==> src/rtl/sync_fifo_prog_pkg.sv <==
// Shared types and helpers for the programmable synchronous FIFO.
package fifo_pkg;

  typedef enum logic [0:0] {
    FIFO_STD,
    FIFO_FWFT
  } fifo_mode_e;

  // Wraps by explicit compare so non-power-of-two depths work.
  function automatic int unsigned ptr_inc(int unsigned ptr, int unsigned depth);
    return (ptr == depth - 1) ? 0 : ptr + 1;
  endfunction

endpackage

==> src/rtl/sync_fifo_prog_if.sv <==
// Producer/consumer-facing signal bundle of the programmable FIFO.
interface sync_fifo_prog_if #(
  parameter int unsigned FIFO_WIDTH = 16,
  parameter int unsigned FIFO_DEPTH = 8,
  parameter int unsigned CNT_W      = $clog2(FIFO_DEPTH + 1)
);
  logic [FIFO_WIDTH-1:0] data_in;
  logic                  wr_en;
  logic                  rd_en;
  logic [CNT_W-1:0]      af_thresh;
  logic [CNT_W-1:0]      ae_thresh;
  logic                  clr_sticky;
  logic [FIFO_WIDTH-1:0] data_out;
  logic [CNT_W-1:0]      count;
  logic                  full;
  logic                  almostfull;
  logic                  empty;
  logic                  almostempty;
  logic                  wr_ack;
  logic                  overflow;
  logic                  underflow;
  logic                  ovf_sticky;
  logic                  udf_sticky;

  modport master (
    output data_in, wr_en, rd_en, af_thresh, ae_thresh, clr_sticky,
    input  data_out, count, full, almostfull, empty, almostempty,
    input  wr_ack, overflow, underflow, ovf_sticky, udf_sticky
  );

  modport slave (
    input  data_in, wr_en, rd_en, af_thresh, ae_thresh, clr_sticky,
    output data_out, count, full, almostfull, empty, almostempty,
    output wr_ack, overflow, underflow, ovf_sticky, udf_sticky
  );
endinterface

==> src/rtl/sync_fifo_prog_ram.sv <==
// Storage for the FIFO: one synchronous write port, one asynchronous read port, no reset.
module fifo_ram #(
  parameter int unsigned FIFO_WIDTH = 16,
  parameter int unsigned FIFO_DEPTH = 8,
  parameter int unsigned AddrW      = $clog2(FIFO_DEPTH)
) (
  input  logic                  clk_i,
  input  logic                  we_i,
  input  logic [AddrW-1:0]      waddr_i,
  input  logic [FIFO_WIDTH-1:0] wdata_i,
  input  logic [AddrW-1:0]      raddr_i,
  output logic [FIFO_WIDTH-1:0] rdata_o
);

  logic [FIFO_WIDTH-1:0] mem_q [FIFO_DEPTH];

  always_ff @(posedge clk_i) begin
    if (we_i) begin
      mem_q[waddr_i] <= wdata_i;
    end
  end

  assign rdata_o = mem_q[raddr_i];

endmodule

==> src/rtl/sync_fifo_prog.sv <==
// Parametrised synchronous FIFO with programmable thresholds, sticky errors and FWFT option.
module sync_fifo_prog
  import fifo_pkg::*;
#(
  parameter int unsigned FIFO_WIDTH = 16,
  parameter int unsigned FIFO_DEPTH = 8,
  parameter int unsigned FWFT       = 0,
  parameter int unsigned CNT_W      = $clog2(FIFO_DEPTH + 1)
) (
  input  logic           clk,
  input  logic           rst_n,
  sync_fifo_prog_if.slave bus
);

  localparam int unsigned PtrW = $clog2(FIFO_DEPTH);
  localparam fifo_mode_e  Mode = (FWFT != 0) ? FIFO_FWFT : FIFO_STD;

  logic [PtrW-1:0]       wr_ptr_q, wr_ptr_d, rd_ptr_q, rd_ptr_d;
  logic [CNT_W-1:0]      count_q, count_d;
  logic [FIFO_WIDTH-1:0] dout_q, dout_d;
  logic                  wr_ack_q, ovf_q, udf_q, ovf_sticky_q, udf_sticky_q;
  logic                  ovf_sticky_d, udf_sticky_d;
  logic                  full_w, empty_w, wr_accept, rd_accept, wr_reject, rd_reject;
  logic [FIFO_WIDTH-1:0] rdata;

  assign full_w  = (count_q == CNT_W'(FIFO_DEPTH));
  assign empty_w = (count_q == '0);

  // A write at full is only taken when a read frees the slot in the same cycle.
  assign rd_accept = bus.rd_en && !empty_w;
  assign wr_accept = bus.wr_en && (!full_w || rd_accept);
  assign wr_reject = bus.wr_en && !wr_accept;
  assign rd_reject = bus.rd_en && !rd_accept;

  always_comb begin
    wr_ptr_d = wr_accept ? PtrW'(ptr_inc(32'(wr_ptr_q), FIFO_DEPTH)) : wr_ptr_q;
    rd_ptr_d = rd_accept ? PtrW'(ptr_inc(32'(rd_ptr_q), FIFO_DEPTH)) : rd_ptr_q;
    count_d  = count_q;
    case ({wr_accept, rd_accept})
      2'b10:   count_d = count_q + CNT_W'(1);
      2'b01:   count_d = count_q - CNT_W'(1);
      default: count_d = count_q;
    endcase
    dout_d       = rd_accept ? rdata : dout_q;
    ovf_sticky_d = wr_reject ? 1'b1 : (bus.clr_sticky ? 1'b0 : ovf_sticky_q);
    udf_sticky_d = rd_reject ? 1'b1 : (bus.clr_sticky ? 1'b0 : udf_sticky_q);
  end

  always_ff @(posedge clk or negedge rst_n) begin
    if (!rst_n) begin
      wr_ptr_q     <= '0;
      rd_ptr_q     <= '0;
      count_q      <= '0;
      dout_q       <= '0;
      wr_ack_q     <= 1'b0;
      ovf_q        <= 1'b0;
      udf_q        <= 1'b0;
      ovf_sticky_q <= 1'b0;
      udf_sticky_q <= 1'b0;
    end else begin
      wr_ptr_q     <= wr_ptr_d;
      rd_ptr_q     <= rd_ptr_d;
      count_q      <= count_d;
      dout_q       <= dout_d;
      wr_ack_q     <= wr_accept;
      ovf_q        <= wr_reject;
      udf_q        <= rd_reject;
      ovf_sticky_q <= ovf_sticky_d;
      udf_sticky_q <= udf_sticky_d;
    end
  end

  fifo_ram #(
    .FIFO_WIDTH (FIFO_WIDTH),
    .FIFO_DEPTH (FIFO_DEPTH),
    .AddrW      (PtrW)
  ) u_ram (
    .clk_i   (clk),
    .we_i    (wr_accept),
    .waddr_i (wr_ptr_q),
    .wdata_i (bus.data_in),
    .raddr_i (rd_ptr_q),
    .rdata_o (rdata)
  );

  // FWFT exposes the head word directly; registered mode only updates on a pop.
  assign bus.data_out    = (Mode == FIFO_FWFT) ? (empty_w ? '0 : rdata) : dout_q;
  assign bus.count       = count_q;
  assign bus.full        = full_w;
  assign bus.empty       = empty_w;
  assign bus.almostfull  = (count_q >= bus.af_thresh);
  assign bus.almostempty = (count_q <= bus.ae_thresh);
  assign bus.wr_ack      = wr_ack_q;
  assign bus.overflow    = ovf_q;
  assign bus.underflow   = udf_q;
  assign bus.ovf_sticky  = ovf_sticky_q;
  assign bus.udf_sticky  = udf_sticky_q;

endmodule
==> src/flat_wrapper.sv <==
// flat-port wrapper written by rule: the top's interface ports become plain ports
module sync_fifo_prog_flat import fifo_pkg::*;
#(
  parameter int unsigned FIFO_WIDTH = 16,
  parameter int unsigned FIFO_DEPTH = 8,
  parameter int unsigned FWFT       = 0,
  parameter int unsigned CNT_W      = $clog2(FIFO_DEPTH + 1)
)
  (clk, rst_n, bus_data_in, bus_wr_en, bus_rd_en, bus_af_thresh, bus_ae_thresh, bus_clr_sticky, bus_data_out, bus_count, bus_full, bus_almostfull, bus_empty, bus_almostempty, bus_wr_ack, bus_overflow, bus_underflow, bus_ovf_sticky, bus_udf_sticky);
  sync_fifo_prog_if #(.FIFO_WIDTH(FIFO_WIDTH), .FIFO_DEPTH(FIFO_DEPTH), .CNT_W(CNT_W)) bus_i ();
  input  logic clk;
  input  logic rst_n;
  input wire logic [$bits(bus_i.data_in)-1:0] bus_data_in;
  input wire logic [$bits(bus_i.wr_en)-1:0] bus_wr_en;
  input wire logic [$bits(bus_i.rd_en)-1:0] bus_rd_en;
  input wire logic [$bits(bus_i.af_thresh)-1:0] bus_af_thresh;
  input wire logic [$bits(bus_i.ae_thresh)-1:0] bus_ae_thresh;
  input wire logic [$bits(bus_i.clr_sticky)-1:0] bus_clr_sticky;
  output wire logic [$bits(bus_i.data_out)-1:0] bus_data_out;
  output wire logic [$bits(bus_i.count)-1:0] bus_count;
  output wire logic [$bits(bus_i.full)-1:0] bus_full;
  output wire logic [$bits(bus_i.almostfull)-1:0] bus_almostfull;
  output wire logic [$bits(bus_i.empty)-1:0] bus_empty;
  output wire logic [$bits(bus_i.almostempty)-1:0] bus_almostempty;
  output wire logic [$bits(bus_i.wr_ack)-1:0] bus_wr_ack;
  output wire logic [$bits(bus_i.overflow)-1:0] bus_overflow;
  output wire logic [$bits(bus_i.underflow)-1:0] bus_underflow;
  output wire logic [$bits(bus_i.ovf_sticky)-1:0] bus_ovf_sticky;
  output wire logic [$bits(bus_i.udf_sticky)-1:0] bus_udf_sticky;
  assign bus_i.data_in = bus_data_in;
  assign bus_i.wr_en = bus_wr_en;
  assign bus_i.rd_en = bus_rd_en;
  assign bus_i.af_thresh = bus_af_thresh;
  assign bus_i.ae_thresh = bus_ae_thresh;
  assign bus_i.clr_sticky = bus_clr_sticky;
  assign bus_data_out = bus_i.data_out;
  assign bus_count = bus_i.count;
  assign bus_full = bus_i.full;
  assign bus_almostfull = bus_i.almostfull;
  assign bus_empty = bus_i.empty;
  assign bus_almostempty = bus_i.almostempty;
  assign bus_wr_ack = bus_i.wr_ack;
  assign bus_overflow = bus_i.overflow;
  assign bus_underflow = bus_i.underflow;
  assign bus_ovf_sticky = bus_i.ovf_sticky;
  assign bus_udf_sticky = bus_i.udf_sticky;
  sync_fifo_prog #(.FIFO_WIDTH(FIFO_WIDTH), .FIFO_DEPTH(FIFO_DEPTH), .FWFT(FWFT), .CNT_W(CNT_W)) u_core (.clk(clk), .rst_n(rst_n), .bus(bus_i));
endmodule
==> config.mk <==
export PLATFORM = sky130hd
export DESIGN_NAME = sync_fifo_prog_flat
export DESIGN_NICKNAME = d
export VERILOG_FILES = /design/src/rtl/sync_fifo_prog_pkg.sv /design/src/rtl/sync_fifo_prog_if.sv /design/src/rtl/sync_fifo_prog_ram.sv /design/src/rtl/sync_fifo_prog.sv /design/src/flat_wrapper.sv
export SDC_FILE = /design/constraint.sdc
export NUM_CORES = 1
export LEC_CHECK = 0
export BUFFER_PORTS_ARGS = -buffer_cell sky130_fd_sc_hd__buf_2
export CAP_MARGIN = 20
export CORE_MARGIN = 4
export CORE_UTILIZATION = 59
export DETAILED_ROUTE_END_ITERATION = 7
export GPL_ROUTABILITY_DRIVEN = 0
export HOLD_SLACK_MARGIN = 0.15
export PLACE_DENSITY_LB_ADDON = 0.08
export SYNTH_ARGS = -nofsm -noshare
export SYNTH_HDL_FRONTEND = slang
export SYNTH_SLANG_ARGS = --single-unit
==> constraint.sdc <==
create_clock -name clk -period 3.4 [get_ports clk]
set_input_delay 0.17 -clock clk [delete_from_list [all_inputs] [get_ports clk]]
set_output_delay 0.17 -clock clk [all_outputs]
set_load 0.05 [all_outputs]
==> reports/summary.txt, run 1 <==
Nets = 530
maximum vdd drop = 0.609 mV
clock net sink count = 159
filler instances = 689
Flop pwr share = 39.3%
status = completed
Worst setup SP type = flip-flop
Top cell by count, worst path = a21o_1
delay-heaviest family, CP = compound AO/OA/AOI/OAI gates
slowest stage cell, crit path = dfrtp_1
vias in the first global route = 3803
final wirelength = 12.9 mm
diode count = 0
RSZ-0062 raised after global routing = no
clk root buf = clkbuf_8
Clock power frac = 26.7%
Arr. time, crit path = 2.37 ns
ANT nets after route = 0
syn avg cell area = 16.4 um2
Num CTS Buffers = 17
Seq cells post-synth = 159
Ys Warns = 0
initial antenna violation count = 0
Mapped Cells = 395
io pins = 58
layout cells sized above 1 = 29.5%
Core Area = 10800 um2
die area = 12700 um2
via count = 3656
register area = 4620 um2
Max Buffers Root-to-Sink = 2
total power = 7.08 mW
Net Sw Frac = 35.4%
Int Power = 4.57 mW
final hold violations = 0
Layout Skew = 0.00918 ns
row count = 38
FMAX = 0.394 GHz
CTS resizes = 0
Setup crit end kind = primary output
DIE WIDTH = 113 um
Mapped Area = 6490 um2
first-pass GRT wire length = 21.0 mm
max-cap viol count = 0
Slew Viols, Final = 0
period utilisation layout = 74.6%
pin count of the biggest net entering global routing = 39
syn nets = 439
area of the multi-input gates = 1750 um2
Slew headroom = 32.6%
CP required = 3.23 ns
Global Route Usage Sum = 22.0%
GRT Residual Overflow = 0
most frequent cells in the layout = 128 x edfxtp_1, 57 x buf_2, 34 x mux2i_1, 33 x mux2_2, 30 x dfrtp_1
Primary FF master, synth = edfxtp_1
DRT Pass-1 Iters = 4
Final setup viols = 0
Final min period = 2.54 ns
Initial DRC Count = 203
area delta synth->final = 19.9%
Slowest Stage Delay on Critical Path = 0.48 ns
Via density = 5.73
commonest non-fill, non-tap cell in the layout = edfxtp_1
FFs w/ async S/R, synth = 19.5%
critical path peak fanout = 6
H-tree depth = 4
Slew @ Worst Pin = 1.01 ns
Leak = 3.04 nW
post-DR wirelength/cell = 20.3 um
Post-synth EDFFs = 128
HPWL after detailed placement = 7.43 mm
Post-route DRC = 0
register area share after synthesis = 71.2%
initial core utilization = 60.2%
power per cell area = 909 nW/um2
post-synthesis cell type count = 39
CTS clk-pin slew, worst paths = 0.06 ns
Worst-Skew Late Latency = 0.52 ns
Hold/Removal Path Class = primary input to asynchronous set/reset pin
PortBufs = 57
crit-path cells = inv_1 > ha_1 > nand2b_1 > a21o_1 > a21o_1 > a21o_1 > buf_2
CTS tree = yes
Switching Power = 2.51 mW
crit path buf inv count = 2
setup tns final = 0 ns
combinational power share = 34.0%
Die Span Y = 113 um
Crit Path Class = flip-flop to primary output
worst paths after layout:
path | startpoint | to | slack (ns) | cells past startpoint
max | u_core.bus.count[0]$_DFFE_PN0P_ | bus_almostfull | 0.86 | 7
min | rst_n | u_core.bus.count[3]$_DFFE_PN0P_ | 0.27 | 2
max reg2reg | u_core.bus.count[3]$_DFFE_PN0P_ | u_core.u_ram.mem_q[1][12]$_DFFE_PP_ | 1.01 | 6
min reg2reg | u_core.bus.ovf_sticky$_DFFE_PN0P_ | u_core.bus.ovf_sticky$_DFFE_PN0P_ | 0.48 | 1
max in group asynchronous | rst_n | u_core.rd_ptr_q[0]$_DFFE_PN0P_ | 2.57 | 2
min in group clk | bus_data_in[15] | u_core.u_ram.mem_q[7][15]$_DFFE_PP_ | 0.46 | 2
registers in the layout, summed over array words and instances (netlist names):
name,cells
u_core.bus.data_out,16
u_core.bus.ovf_sticky,1
u_core.rd_ptr_q,3
u_core.wr_ptr_q,3
u_core.u_ram.mem_q,128
u_core.bus.count,4
u_core.bus.udf_sticky,1
u_core.bus.wr_ack,1
u_core.bus.overflow,1
u_core.bus.underflow,1
cells by family (layout without fill, tap and decap cells):
| family | after synthesis | count (layout) | synth area share, % |
|---|---|---|---|
| buffers and inverters | 31 | 134 | 2.60 |
| flip-flops | 159 | 159 | 71.2 |
| AO/OA/AOI/OAI | 66 | 66 | 7.55 |
| AND/OR/NAND/NOR | 52 | 52 | 3.95 |
| multiplexers | 68 | 68 | 11.2 |
| XOR/XNOR | 4 | 4 | 0.540 |
| adder cells (fa/ha/maj) | 15 | 15 | 3.01 |
power by group through the flow:
stage | Clock [mW] | Sequential (mW) | Combinational [mW]
after floorplan | 0 | 3.15 | 1.43
after global placement | 0 | 2.80 | 2.34
after detailed placement | 0 | 2.82 | 2.38
after CTS | 1.92 | 2.78 | 2.42
after global routing | 2.02 | 2.83 | 2.61
final | 1.89 | 2.78 | 2.41
Yosys cell counts, types with 2 or more instances:
cell type / n / area share (%)
xor2_1: 2 / 0.27
nor2b_1: 2 / 0.19
o21ai_1: 16 / 1.2
buf_8: 3 / 0.69
xnor2_1: 2 / 0.27
o21ai_0: 3 / 0.23
mux2_2: 33 / 5.7
edfxtp_1: 128 / 59
o22ai_1: 16 / 1.5
inv_1: 11 / 0.64
buf_2: 6 / 0.46
nor3_1: 6 / 0.46
o21a_1: 2 / 0.23
nor2_1: 7 / 0.40
a21o_1: 8 / 0.93
ha_1: 14 / 2.7
nand2_1: 23 / 1.3
clkbuf_1: 7 / 0.40
a221o_1: 16 / 2.5
nand2b_1: 6 / 0.58
mux2i_1: 34 / 5.2
buf_4: 3 / 0.35
dfrtp_1: 31 / 12
routing by layer:
| metal | wire length (um) | GRT usage [%] | share of wire [%] | vias to the layer above |
|---|---|---|---|---|
| li1 | - | - | - | 1714 |
| met1 | 5540 | 29.7 | 43 | 1825 |
| met2 | 6470 | 36.1 | 50 | 107 |
| met3 | 783 | 4.55 | 6.1 | 10 |
| met4 | 140 | 7.61 | 1.1 | 0 |
| met5 | 0 | 0 | 0 | - |
metrics by stage:
stage / hold WS [ns] / instance area [um2] / util [%] / worst slack [ns] / instances
global route: 0.312 / 7790 / 72.1 / 0.736 / 638
finish: 0.270 / 7790 / 72.1 / 0.863 / 638
CTS: 0.286 / 7790 / 72.1 / 0.823 / 638
global placement: 0.299 / 6980 / 64.6 / 1.14 / 585
floorplan: -0.126 / 6490 / - / 0.295 / 395
detailed placement: 0.321 / 6980 / 64.6 / 1.03 / 585
worst reg2reg max path, delay by kind of cell (launching register included):
family	cells	cell delay [ns]
AO/OA/AOI/OAI	1	0.11
flip-flops	1	0.52
AND/OR/NAND/NOR	3	1.02
buffers and inverters	2	0.44
cell type report:
| type | instances | share of cell area [%] |
|---|---|---|
| Inverter | 12 | 0.578 |
| Sequential cell | 159 | 59.3 |
| Clock buffer | 19 | 5.42 |
| Tap cell | 140 | 2.25 |
| Multi-Input combinational cell | 205 | 22.4 |
| Clock inverter | 12 | 2.17 |
| Timing Repair Buffer | 91 | 7.81 |
repair_timing:
item	4_1_cts	5_1_grt
hold buffers	22	0
hold endpoints to repair	168	0
setup buffers	0	0
(Power assumes the default switching activity.)
==> run 2, diff against run 1 <==
- ABC_AREA: not set -> 1
- CORE_UTILIZATION: 59 -> 53
- clock period: 3.4 -> 2.1 ns (I/O delays scaled with it)
==> reports/summary.txt, run 2 <==
status = completed
layer with the highest usage = met2
syn avg cell area = 12.3 um2
syn nets = 582
Initial DRC Count = 400
clk root buf = clkbuf_16
Via density = 5.30
via count = 4322
met1 usage = 28.3%
vias in the first global route = 4237
Seq cells post-synth = 159
DIE WIDTH = 120 um
Worst setup SP type = flip-flop
diode count = 0
Max Buffers Root-to-Sink = 2
Worst-Skew Late Latency = 0.42 ns
Die Span Y = 120 um
Layout Skew = 0.00824 ns
Post-route DRC = 0
Largest Register = u_core.u_ram.mem_q
initial antenna violation count = 0
Num CTS Buffers = 17
H-tree depth = 4
most frequent cells in the layout = 128 x edfxtp_1, 101 x nor2_1, 61 x o21ai_0, 56 x buf_2, 48 x nand2_1
area delta synth->final = 20.6%
utilization after layout = 65.8%
DRT Pass-1 Iters = 7
period utilisation layout = 92.5%
io pins = 58
Slew headroom = 50.1%
Core Area = 12100 um2
pin count of the biggest net entering global routing = 67
layout cells sized above 1 = 21.5%
die area = 14300 um2
initial core utilization = 54.5%
Final min period = 1.94 ns
Crit Path Class = flip-flop to primary output
Global Route Usage Sum = 20.6%
final wirelength = 13.9 mm
final std cells w/o fill = 816
Nets = 679
met2 Track Usage GR = 33.1%
CTS clk-pin slew, worst paths = 0.06 ns
post-DR wirelength/cell = 17.0 um
clock net sink count = 159
FMAX = 0.515 GHz
synth cell count leaders = 128 x edfxtp_1, 109 x nor2_1, 62 x o21ai_0
CTS tree = yes
most frequent cell after synthesis = edfxtp_1
Slew Viols, Final = 0
register area share after synthesis = 69.9%
PortBufs = 57
Mapped Cells = 538
Primary FF master, synth = edfxtp_1
Slew @ Worst Pin = 0.749 ns
Hold/Removal Path Class = primary input to asynchronous set/reset pin
met3 GRT Util = 4.52%
ANT nets after route = 0
Ys Warns = 0
number of flip-flops in the largest register = 128
Setup crit end kind = primary output
post-synthesis cell type count = 26
row count = 40
FFs w/ async S/R, synth = 19.5%
CP required = 2.00 ns
Synth area leaders = edfxtp_1 58%, dfrtp_1 12%, nor2_1 6.2%, o21ai_0 4.7%, o211ai_1 3.8%
Post-synth EDFFs = 128
critical path peak fanout = 6
placed cell count = 761
filler instances = 938
GRT Residual Overflow = 0
Arr. time, crit path = 1.84 ns
Final setup viols = 0
Leak = 3.12 nW
max-cap viol count = 0
power per cell area = 1460 nW/um2
commonest non-fill, non-tap cell in the layout = edfxtp_1
Mapped Area = 6610 um2
HPWL after detailed placement = 8.47 mm
maximum vdd drop = 0.938 mV
first-pass GRT wire length = 22.2 mm
top cell type by total area after synthesis = edfxtp_1
final hold violations = 0
top cell type's share of synthesized area = 58.2%
==> run 2: critical path, stage by stage (launching register included) <==
cell	delay, ns
dfrtp_2	0.41
buf_4	0.16
ha_1	0.31
inv_1	0.06
nor2_1	0.03
o211ai_1	0.14
nand3_1	0.09
buf_2	0.22
==> run 2: power breakdown <==
group | internal (mW) | switching (mW)
registers | 4.03 | 0.227
clock network | 1.91 | 1.16
logic | 1.29 | 3.04
==> run 2: cell families after synthesis <==
logic type	share of synthesized area [%]
AO/OA/AOI/OAI	9.85
XOR/XNOR	0.265
adder cells (fa/ha/maj)	2.95
buffers and inverters	4.81
flip-flops	69.9
AND/OR/NAND/NOR	12.2
==> run 2: area by class of cell <==
class                           count  area, um2  share of cell area [%]
Sequential cell                   159       4620                    58.0
Multi-Input combinational cell    322       1690                    21.2
Timing Repair Buffer              106        736                    9.23
Clock buffer                       20        457                    5.73
Tap cell                          168        210                    2.64
Clock inverter                     12        141                    1.77
Inverter                           29        109                    1.37
==> run 2: routing by layer <==
metal	up-vias	wire (um)
met5	-	0
met4	0	148
met3	14	772
met2	120	6730
met1	2093	6260
li1	2095	-
==> run 2: worst paths after layout <==
kind | from | endpoint | slack, ns | cells after the start
setup / recovery | u_core.bus.count[1]$_DFFE_PN0P_ | bus_almostfull | 0.16 | 7
hold reg to reg | u_core.bus.data_out[9]$_DFFE_PN0P_ | u_core.bus.data_out[9]$_DFFE_PN0P_ | 0.47 | 2
setup reg to reg | u_core.bus.count[3]$_DFFE_PN0P_ | u_core.bus.count[3]$_DFFE_PN0P_ | 0.18 | 13
hold / removal | rst_n | u_core.bus.count[2]$_DFFE_PN0P_ | 0.29 | 2
max in group asynchronous | rst_n | u_core.bus.count[3]$_DFFE_PN0P_ | 1.28 | 2
min in group clk | u_core.bus.data_out[9]$_DFFE_PN0P_ | u_core.bus.data_out[9]$_DFFE_PN0P_ | 0.47 | 2
==> run 2: what timing repair did <==
item                                   4_1_cts  5_1_grt
endpoints found under the hold margin      170        0
setup buffers                                0        1
resized for setup                            0        2
setup endpoints to repair                    0        2
hold buffers                                22        0
==> run 2: per-stage QoR <==
step / power, mW / worst slack [ns] / area (um2) / TNS [ns] / hold WS (ns)
global placement: 8.49 / 0.218 / 7140 / 0 / 0.206
CTS: 11.7 / 0.105 / 7950 / 0 / 0.305
finish: 11.7 / 0.159 / 7970 / 0 / 0.289
global route: 12.4 / -0.0203 / 7970 / -0.0203 / 0.368
floorplan: 7.50 / -0.156 / 6630 / -20.01 / -0.191
detailed placement: 8.59 / 0.126 / 7140 / 0 / 0.214
